**src/rtl/fpnew_divsqrt_multi_ctrl_pkg.sv**
```systemverilog
// Shared types and register-placement helpers for the div/sqrt controller and its lane.
package fpnew_divsqrt_multi_ctrl_pkg;

   typedef enum logic [1:0] {
      BEFORE,
      AFTER,
      INSIDE,
      DISTRIBUTED
   } pipe_config_t;

   typedef enum logic [1:0] {
      IDLE,
      BUSY,
      HOLD
   } fsm_state_e;

   function automatic int unsigned num_inp_regs(pipe_config_t cfg, int unsigned num_regs);
      case (cfg)
         BEFORE:      return num_regs;
         DISTRIBUTED: return num_regs / 2;
         default:     return 0;
      endcase
   endfunction

   function automatic int unsigned num_out_regs(pipe_config_t cfg, int unsigned num_regs);
      case (cfg)
         AFTER, INSIDE: return num_regs;
         DISTRIBUTED:   return (num_regs + 1) / 2;
         default:       return 0;
      endcase
   endfunction

endpackage

```
**src/rtl/fpnew_divsqrt_multi_ctrl_if.sv**
```systemverilog
// Handshake, lane-control and sideband bundle of the div/sqrt controller.
interface fpnew_divsqrt_multi_ctrl_if #(
   parameter int unsigned TagWidth = 4,
   parameter int unsigned AuxWidth = 1,
   parameter int unsigned EnWidth  = 1
);
   logic                in_valid_i;
   logic                in_ready_o;
   logic [TagWidth-1:0] tag_i;
   logic [AuxWidth-1:0] aux_i;
   logic                flush_i;
   logic [EnWidth-1:0]  reg_enable_o;
   logic                fsm_start_o;
   logic                fsm_ready_i;
   logic                unit_done_i;
   logic                flush_o;
   logic                out_valid_o;
   logic                out_ready_i;
   logic [TagWidth-1:0] tag_o;
   logic [AuxWidth-1:0] aux_o;
   logic                busy_o;
   logic                timeout_o;

   modport slave (
      input  in_valid_i, tag_i, aux_i, flush_i, fsm_ready_i, unit_done_i, out_ready_i,
      output in_ready_o, reg_enable_o, fsm_start_o, flush_o, out_valid_o, tag_o, aux_o,
             busy_o, timeout_o
   );

   modport master (
      output in_valid_i, tag_i, aux_i, flush_i, fsm_ready_i, unit_done_i, out_ready_i,
      input  in_ready_o, reg_enable_o, fsm_start_o, flush_o, out_valid_o, tag_o, aux_o,
             busy_o, timeout_o
   );
endinterface

```
**src/rtl/fpnew_ctrl_pipe_stage.sv**
```systemverilog
// One valid/payload register slice; ready_i is this slot's acceptance, computed by the parent.
module fpnew_ctrl_pipe_stage #(
   parameter int unsigned DataWidth = 5
) (
   input  logic                 clk_i,
   input  logic                 rst_i,
   input  logic                 flush_i,
   input  logic                 valid_i,
   input  logic                 ready_i,
   input  logic [DataWidth-1:0] data_i,
   output logic                 valid_o,
   output logic [DataWidth-1:0] data_o,
   output logic                 enable_o
);
   logic                 valid_q;
   logic [DataWidth-1:0] data_q;

   assign enable_o = valid_i & ready_i & ~flush_i;
   assign valid_o  = valid_q;
   assign data_o   = data_q;

   // Valid follows the upstream valid whenever the slot can take it; flush empties the slot.
   always_ff @(posedge clk_i or posedge rst_i) begin
      if (rst_i) begin
         valid_q <= 1'b0;
         data_q  <= '0;
      end else begin
         if (flush_i) begin
            valid_q <= 1'b0;
         end else if (ready_i) begin
            valid_q <= valid_i;
         end
         if (enable_o) begin
            data_q <= data_i;
         end
      end
   end
endmodule

```
**src/rtl/fpnew_divsqrt_multi_ctrl.sv**
```systemverilog
// Handshake/pipeline controller for an iterative div/sqrt lane.
// Optional watchdog: define FPNEW_DIVSQRT_CTRL_TIMEOUT_EN.
module fpnew_divsqrt_multi_ctrl
   import fpnew_divsqrt_multi_ctrl_pkg::*;
#(
   parameter int unsigned  NumPipeRegs   = 0,
   parameter pipe_config_t PipeConfig    = AFTER,
   parameter int unsigned  TagWidth      = 4,
   parameter int unsigned  AuxWidth      = 1,
   parameter int unsigned  TimeoutCycles = 256
) (
   input logic                       clk_i,
   input logic                       rst_i,
   fpnew_divsqrt_multi_ctrl_if.slave bus
);
   localparam int unsigned NumInp       = num_inp_regs(PipeConfig, NumPipeRegs);
   localparam int unsigned NumOut       = num_out_regs(PipeConfig, NumPipeRegs);
   localparam int unsigned PayloadWidth = TagWidth + AuxWidth;
   localparam int unsigned EnWidth      = (NumPipeRegs > 0) ? NumPipeRegs : 1;

   fsm_state_e state_q, state_d;
   logic [PayloadWidth-1:0] op_data_q;

   logic [NumInp:0]                   inp_valid, inp_ready;
   logic [NumInp:0][PayloadWidth-1:0] inp_data;
   logic [NumOut:0]                   out_valid, out_ready;
   logic [NumOut:0][PayloadWidth-1:0] out_data;
   logic [NumInp+NumOut:0]            all_en;

   logic start, done_ok, accept, hold_accept, timeout;

   assign inp_valid[0] = bus.in_valid_i;
   assign inp_data[0]  = {bus.tag_i, bus.aux_i};
   assign all_en[NumInp+NumOut] = 1'b0;

   for (genvar i = 0; i < NumInp; i++) begin : g_inp
      fpnew_ctrl_pipe_stage #(.DataWidth(PayloadWidth)) u_stage (
         .clk_i    (clk_i),
         .rst_i    (rst_i),
         .flush_i  (bus.flush_i),
         .valid_i  (inp_valid[i]),
         .ready_i  (inp_ready[i]),
         .data_i   (inp_data[i]),
         .valid_o  (inp_valid[i+1]),
         .data_o   (inp_data[i+1]),
         .enable_o (all_en[i])
      );
   end

   // Input ready chain, terminated by the lane start condition.
   always_comb begin
      inp_ready = '0;
      inp_ready[NumInp] = start;
      for (int i = NumInp - 1; i >= 0; i--) begin
         inp_ready[i] = ~inp_valid[i+1] | inp_ready[i+1];
      end
   end

   assign hold_accept = (state_q == HOLD) & out_ready[0];
   assign start = inp_valid[NumInp] & bus.fsm_ready_i & ((state_q == IDLE) | hold_accept) &
                  ~bus.flush_i;
   assign done_ok = bus.unit_done_i & (state_q == BUSY) & ~bus.flush_i;

   // Done is bypassed into output stage 0 the same cycle, mirroring the lane's hold mux.
   assign out_valid[0] = done_ok | ((state_q == HOLD) & ~bus.flush_i);
   assign out_data[0]  = op_data_q;
   assign accept       = out_valid[0] & out_ready[0];

   for (genvar i = 0; i < NumOut; i++) begin : g_out
      fpnew_ctrl_pipe_stage #(.DataWidth(PayloadWidth)) u_stage (
         .clk_i    (clk_i),
         .rst_i    (rst_i),
         .flush_i  (bus.flush_i),
         .valid_i  (out_valid[i]),
         .ready_i  (out_ready[i]),
         .data_i   (out_data[i]),
         .valid_o  (out_valid[i+1]),
         .data_o   (out_data[i+1]),
         .enable_o (all_en[NumInp+i])
      );
   end

   // Output ready chain from the downstream ready back to stage 0.
   always_comb begin
      out_ready = '0;
      out_ready[NumOut] = bus.out_ready_i;
      for (int i = NumOut - 1; i >= 0; i--) begin
         out_ready[i] = ~out_valid[i+1] | out_ready[i+1];
      end
   end

`ifdef FPNEW_DIVSQRT_CTRL_TIMEOUT_EN
   localparam int unsigned CntWidth = $clog2(TimeoutCycles + 1);
   logic [CntWidth-1:0] cnt_q;

   // cnt_q holds the number of completed BUSY cycles, so the limit is hit on the last one.
   assign timeout = (state_q == BUSY) & ~bus.unit_done_i & ~bus.flush_i &
                    (cnt_q == CntWidth'(TimeoutCycles - 1));

   // Watchdog counter: cleared on start, counts while the lane is busy.
   always_ff @(posedge clk_i or posedge rst_i) begin
      if (rst_i) begin
         cnt_q <= '0;
      end else if (start) begin
         cnt_q <= '0;
      end else if (state_q == BUSY) begin
         cnt_q <= cnt_q + CntWidth'(1);
      end
   end
`else
   assign timeout = 1'b0;
`endif

   // State and captured op sidebands.
   always_ff @(posedge clk_i or posedge rst_i) begin
      if (rst_i) begin
         state_q   <= IDLE;
         op_data_q <= '0;
      end else begin
         state_q <= state_d;
         if (start) begin
            op_data_q <= inp_data[NumInp];
         end
      end
   end

   // Next-state logic; flush overrides everything.
   always_comb begin
      state_d = state_q;
      case (state_q)
         IDLE: if (start) state_d = BUSY;
         BUSY: begin
            if (timeout) begin
               state_d = IDLE;
            end else if (done_ok) begin
               state_d = accept ? IDLE : HOLD;
            end
         end
         HOLD: if (accept) state_d = start ? BUSY : IDLE;
         default: state_d = IDLE;
      endcase
      if (bus.flush_i) state_d = IDLE;
   end

   assign bus.in_ready_o   = inp_ready[0];
   assign bus.fsm_start_o  = start;
   assign bus.reg_enable_o = EnWidth'(all_en);
   assign bus.flush_o      = bus.flush_i | timeout;
   assign bus.timeout_o    = timeout;
   assign bus.out_valid_o  = out_valid[NumOut];
   assign bus.tag_o        = out_data[NumOut][PayloadWidth-1:AuxWidth];
   assign bus.aux_o        = out_data[NumOut][AuxWidth-1:0];
   assign bus.busy_o       = (|(inp_valid >> 1)) | (|(out_valid >> 1)) | (state_q != IDLE);
endmodule

```
**src/flat_wrapper.sv**
```systemverilog
// flat-port wrapper written by rule: the top's interface ports become plain ports
module fpnew_divsqrt_multi_ctrl_flat import fpnew_divsqrt_multi_ctrl_pkg::*;
#(
   parameter int unsigned  NumPipeRegs   = 0,
   parameter pipe_config_t PipeConfig    = AFTER,
   parameter int unsigned  TagWidth      = 4,
   parameter int unsigned  AuxWidth      = 1,
   parameter int unsigned  TimeoutCycles = 256
)
  (clk_i, rst_i, bus_in_valid_i, bus_tag_i, bus_aux_i, bus_flush_i, bus_fsm_ready_i, bus_unit_done_i, bus_out_ready_i, bus_in_ready_o, bus_reg_enable_o, bus_fsm_start_o, bus_flush_o, bus_out_valid_o, bus_tag_o, bus_aux_o, bus_busy_o, bus_timeout_o);
  fpnew_divsqrt_multi_ctrl_if #(.TagWidth(TagWidth), .AuxWidth(AuxWidth)) bus_i ();
  input logic clk_i;
  input logic rst_i;
  input wire logic [$bits(bus_i.in_valid_i)-1:0] bus_in_valid_i;
  input wire logic [$bits(bus_i.tag_i)-1:0] bus_tag_i;
  input wire logic [$bits(bus_i.aux_i)-1:0] bus_aux_i;
  input wire logic [$bits(bus_i.flush_i)-1:0] bus_flush_i;
  input wire logic [$bits(bus_i.fsm_ready_i)-1:0] bus_fsm_ready_i;
  input wire logic [$bits(bus_i.unit_done_i)-1:0] bus_unit_done_i;
  input wire logic [$bits(bus_i.out_ready_i)-1:0] bus_out_ready_i;
  output wire logic [$bits(bus_i.in_ready_o)-1:0] bus_in_ready_o;
  output wire logic [$bits(bus_i.reg_enable_o)-1:0] bus_reg_enable_o;
  output wire logic [$bits(bus_i.fsm_start_o)-1:0] bus_fsm_start_o;
  output wire logic [$bits(bus_i.flush_o)-1:0] bus_flush_o;
  output wire logic [$bits(bus_i.out_valid_o)-1:0] bus_out_valid_o;
  output wire logic [$bits(bus_i.tag_o)-1:0] bus_tag_o;
  output wire logic [$bits(bus_i.aux_o)-1:0] bus_aux_o;
  output wire logic [$bits(bus_i.busy_o)-1:0] bus_busy_o;
  output wire logic [$bits(bus_i.timeout_o)-1:0] bus_timeout_o;
  assign bus_i.in_valid_i = bus_in_valid_i;
  assign bus_i.tag_i = bus_tag_i;
  assign bus_i.aux_i = bus_aux_i;
  assign bus_i.flush_i = bus_flush_i;
  assign bus_i.fsm_ready_i = bus_fsm_ready_i;
  assign bus_i.unit_done_i = bus_unit_done_i;
  assign bus_i.out_ready_i = bus_out_ready_i;
  assign bus_in_ready_o = bus_i.in_ready_o;
  assign bus_reg_enable_o = bus_i.reg_enable_o;
  assign bus_fsm_start_o = bus_i.fsm_start_o;
  assign bus_flush_o = bus_i.flush_o;
  assign bus_out_valid_o = bus_i.out_valid_o;
  assign bus_tag_o = bus_i.tag_o;
  assign bus_aux_o = bus_i.aux_o;
  assign bus_busy_o = bus_i.busy_o;
  assign bus_timeout_o = bus_i.timeout_o;
  fpnew_divsqrt_multi_ctrl #(.NumPipeRegs(NumPipeRegs), .PipeConfig(PipeConfig), .TagWidth(TagWidth), .AuxWidth(AuxWidth), .TimeoutCycles(TimeoutCycles)) u_core (.clk_i(clk_i), .rst_i(rst_i), .bus(bus_i));
endmodule
```
**config.mk**
```make
export PLATFORM = sky130hd
export DESIGN_NAME = fpnew_divsqrt_multi_ctrl_flat
export DESIGN_NICKNAME = d
export VERILOG_FILES = /design/src/rtl/fpnew_divsqrt_multi_ctrl_pkg.sv /design/src/rtl/fpnew_divsqrt_multi_ctrl_if.sv /design/src/rtl/fpnew_ctrl_pipe_stage.sv /design/src/rtl/fpnew_divsqrt_multi_ctrl.sv /design/src/flat_wrapper.sv
export SDC_FILE = /design/constraint.sdc
export NUM_CORES = 1
export LEC_CHECK = 0
export CAP_MARGIN = 10
export CORE_AREA = 2 2 39 41
export DETAILED_ROUTE_END_ITERATION = 7
export DIE_AREA = 0 0 41 43
export PLACE_DENSITY = 0.63
export SLEW_MARGIN = 20
export SYNTH_ARGS = -nofsm -noshare
export SYNTH_HDL_FRONTEND = slang
export SYNTH_SLANG_ARGS = --single-unit
```
**constraint.sdc**
```tcl
create_clock -name clk_i -period 1.9 [get_ports clk_i]
set_input_delay 0.285 -clock clk_i [delete_from_list [all_inputs] [get_ports clk_i]]
set_output_delay 0.285 -clock clk_i [all_outputs]
set_load 0.005 [all_outputs]
```
==> run summary <==
Layout Nets -> 69
Number of post-CTS setup repair buffers -> 0
Slowest stage delay, CP -> 0.45 ns
Max Fanout on Critical Path -> 3
H-tree depth -> 1
Fmax -> 567 MHz
Ant diodes -> 0
WL per Instance -> 11.0 µm
Register Area -> 178 µm²
Largest area contributor in the netlist -> dfrtp_1
Gpl congestion -> 0.583
Clock root cell -> clkbuf_4
Die Ht -> 43 µm
Antenna violations before repair -> 0
Register bit count reported by yosys -> 7
Vias in the first global route -> 275
Worst Hold Class -> input port to async pin
Drt initial violations -> 0
Placed cell count -> 68
Area delta synth->final -> 73.2%
CTS tree -> yes
GRT overflow -> 0
Fin cells -> 72
Crit-path cells -> clkdlybuf4s50_1, inv_1, a2111oi_4, dlygate4sd2_1
Die ar. -> 0.00176 mm²
Share of the synthesized area in the top cell type -> 48.8%
Clock transition at path regs -> 0.05 ns
I/O pins -> 24
# rows -> 14
RSZ-0062 raised after global routing -> no
Residual DRC -> 0
Post-route cell area -> 622 µm²
Post-DP HPWL -> 644 µm
Critical Path AT -> 1.48 ns
Post-route ant nets -> 0
Core ar. -> 0.00138 mm²
Critical path capture point type -> output port
Most common cell after layout, fill and taps aside -> clkdlybuf4s50_1
Final setup TNS -> 0 ns
Final setup viols -> 0
Leakage Power -> 0.285 nW
Minimum clock period -> 1.76 ns
Die X -> 41 µm
Area occupied by multi-input gates -> 150 µm²
Power density cells -> 721 mW/mm²
Share of cells above drive strength 1 -> 32.1%
Area contributors post-synth -> dfrtp_1 (49%), mux2_2 (16%), buf_4 (8.4%), a2111oi_4 (7.7%), a211o_2 (2.8%)
Max VDD drop -> 0.384 mV
TritonRoute pass-1 iters -> 1
CP startpoint kind -> input port
Commonest non-fill, non-tap cells in the layout -> clkdlybuf4s50_1 (18), mux2_2 (5), dfrtp_1 (5)
Critical path class -> input port to output port
Synthesized instance count -> 30
IO buf count -> 21
Post-layout util -> 44.9%
Pwr Total -> 449 µW
Fill cell count -> 129
Outcome -> finished clean
Endpoints failing hold -> 0
Cell Area, Synth -> 359 µm²
Clock skew -> 0.00371 ns
Critical path's slowest cell -> clkdlybuf4s50_1
Worst Path Required -> 1.62 ns
Seq/Total Area, Yosys -> 48.8%
Total Routed Length -> 791 µm
First-pass GRT wire length -> 1160 µm
Clock tree sinks -> 7
Syn. warnings -> 0
Post-synthesis cell type count -> 14
DR vias/cell -> 4.13
Area after DPL -> 593 µm²
GRT Total Usage -> 9.92%
Num CTS Buffers -> 3
Avg Synthesized Cell Area -> 12.0 µm²
Fin crit share -> 92.8%
Worst-Skew Late Latency -> 0.25 ns
Via Count -> 297
Largest net degree at the start of global routing -> 8
Initial Util -> 25.9%
Max-slew violations -> 0
CTS max path bufs -> 2
Total of max-cap violations -> 0
==> registers in the layout, indices dropped and copies added, names as in the netlist <==
| name | cells |
|---|---|
| u_core.op_data_q | 5 |
| u_core.state_q | 2 |
==> final timing paths <==
kind	cells past startpoint	start	endpoint	slack, ns
setup / recovery	4	bus_out_ready_i	bus_fsm_start_o	0.14
hold / removal	2	rst_i	u_core.op_data_q[0]	0.27
setup reg to reg	3	u_core.state_q[1]	u_core.op_data_q[0]	0.44
hold reg to reg	1	u_core.op_data_q[3]	u_core.op_data_q[3]	0.51
max in group asynchronous	2	rst_i	u_core.state_q[1]	1.40
min in group clk_i	1	u_core.op_data_q[3]	u_core.op_data_q[3]	0.51
==> stage by stage <==
step                setup slack (ns)  hold slack [ns]
floorplan                      0.495           0.0884
global placement              -0.142            0.495
detailed placement            -0.165            0.499
CTS                           0.0374            0.282
global route                  0.0455            0.299
finish                         0.137            0.270
==> cell usage after synthesis <==
library cell and count:
dfrtp_1 7, mux2_2 5, buf_4 4, a21oi_1 2, inv_1 2, nand2_1 2, a2111oi_4 1, a211o_2 1
and2_2 1, conb_1 1, nand2b_1 1, nand3b_1 1, nor2_1 1, or2_2 1
==> what timing repair did <==
action                     in CTS  in global routing
resized for setup               2                  3
hold buffers                    0                  0
gates cloned                    0                  0
setup endpoints to repair       2                  1
==> critical path, delay by kind of cell <==
kind	cells	cell delay, ns
buffers and inverters	3	0.80
AOI/OAI and AO/OA	1	0.39
==> metal layers <==
| metal | vias up | GRT usage (%) | share of wire, % |
|---|---|---|---|
| li1 | 149 | - | - |
| met1 | 132 | 13.2 | 40 |
| met2 | 16 | 13.1 | 46 |
| met3 | 0 | 2.09 | 14 |
| met4 | 0 | 8.00 | 0 |
| met5 | - | 0 | 0 |
==> power breakdown <==
part | internal, mW | switching [mW]
clock | 0.0800 | 0.0527
sequential | 0.175 | 0.0138
combinational | 0.0930 | 0.0345
total | 0.348 | 0.101
==> logic make-up after synthesis <==
logic type / after synthesis / share of synthesized area (%)
flops: 7 / 48.8
other cells: 1 / 1.04
mux: 5 / 15.7
compound gates: 4 / 13.2
buf+inv: 6 / 10.5
simple gates: 7 / 10.8
==> final cells by class <==
cell class | count | share of cell area [%]
Sequential cell | 7 | 28.6
Clock buffer | 4 | 4.23
Multi-Input combinational cell | 18 | 24.1
Inverter | 2 | 1.21
Timing Repair Buffer | 25 | 38.6
Tap cell | 16 | 3.22
Power figures use the tool's default switching activity.
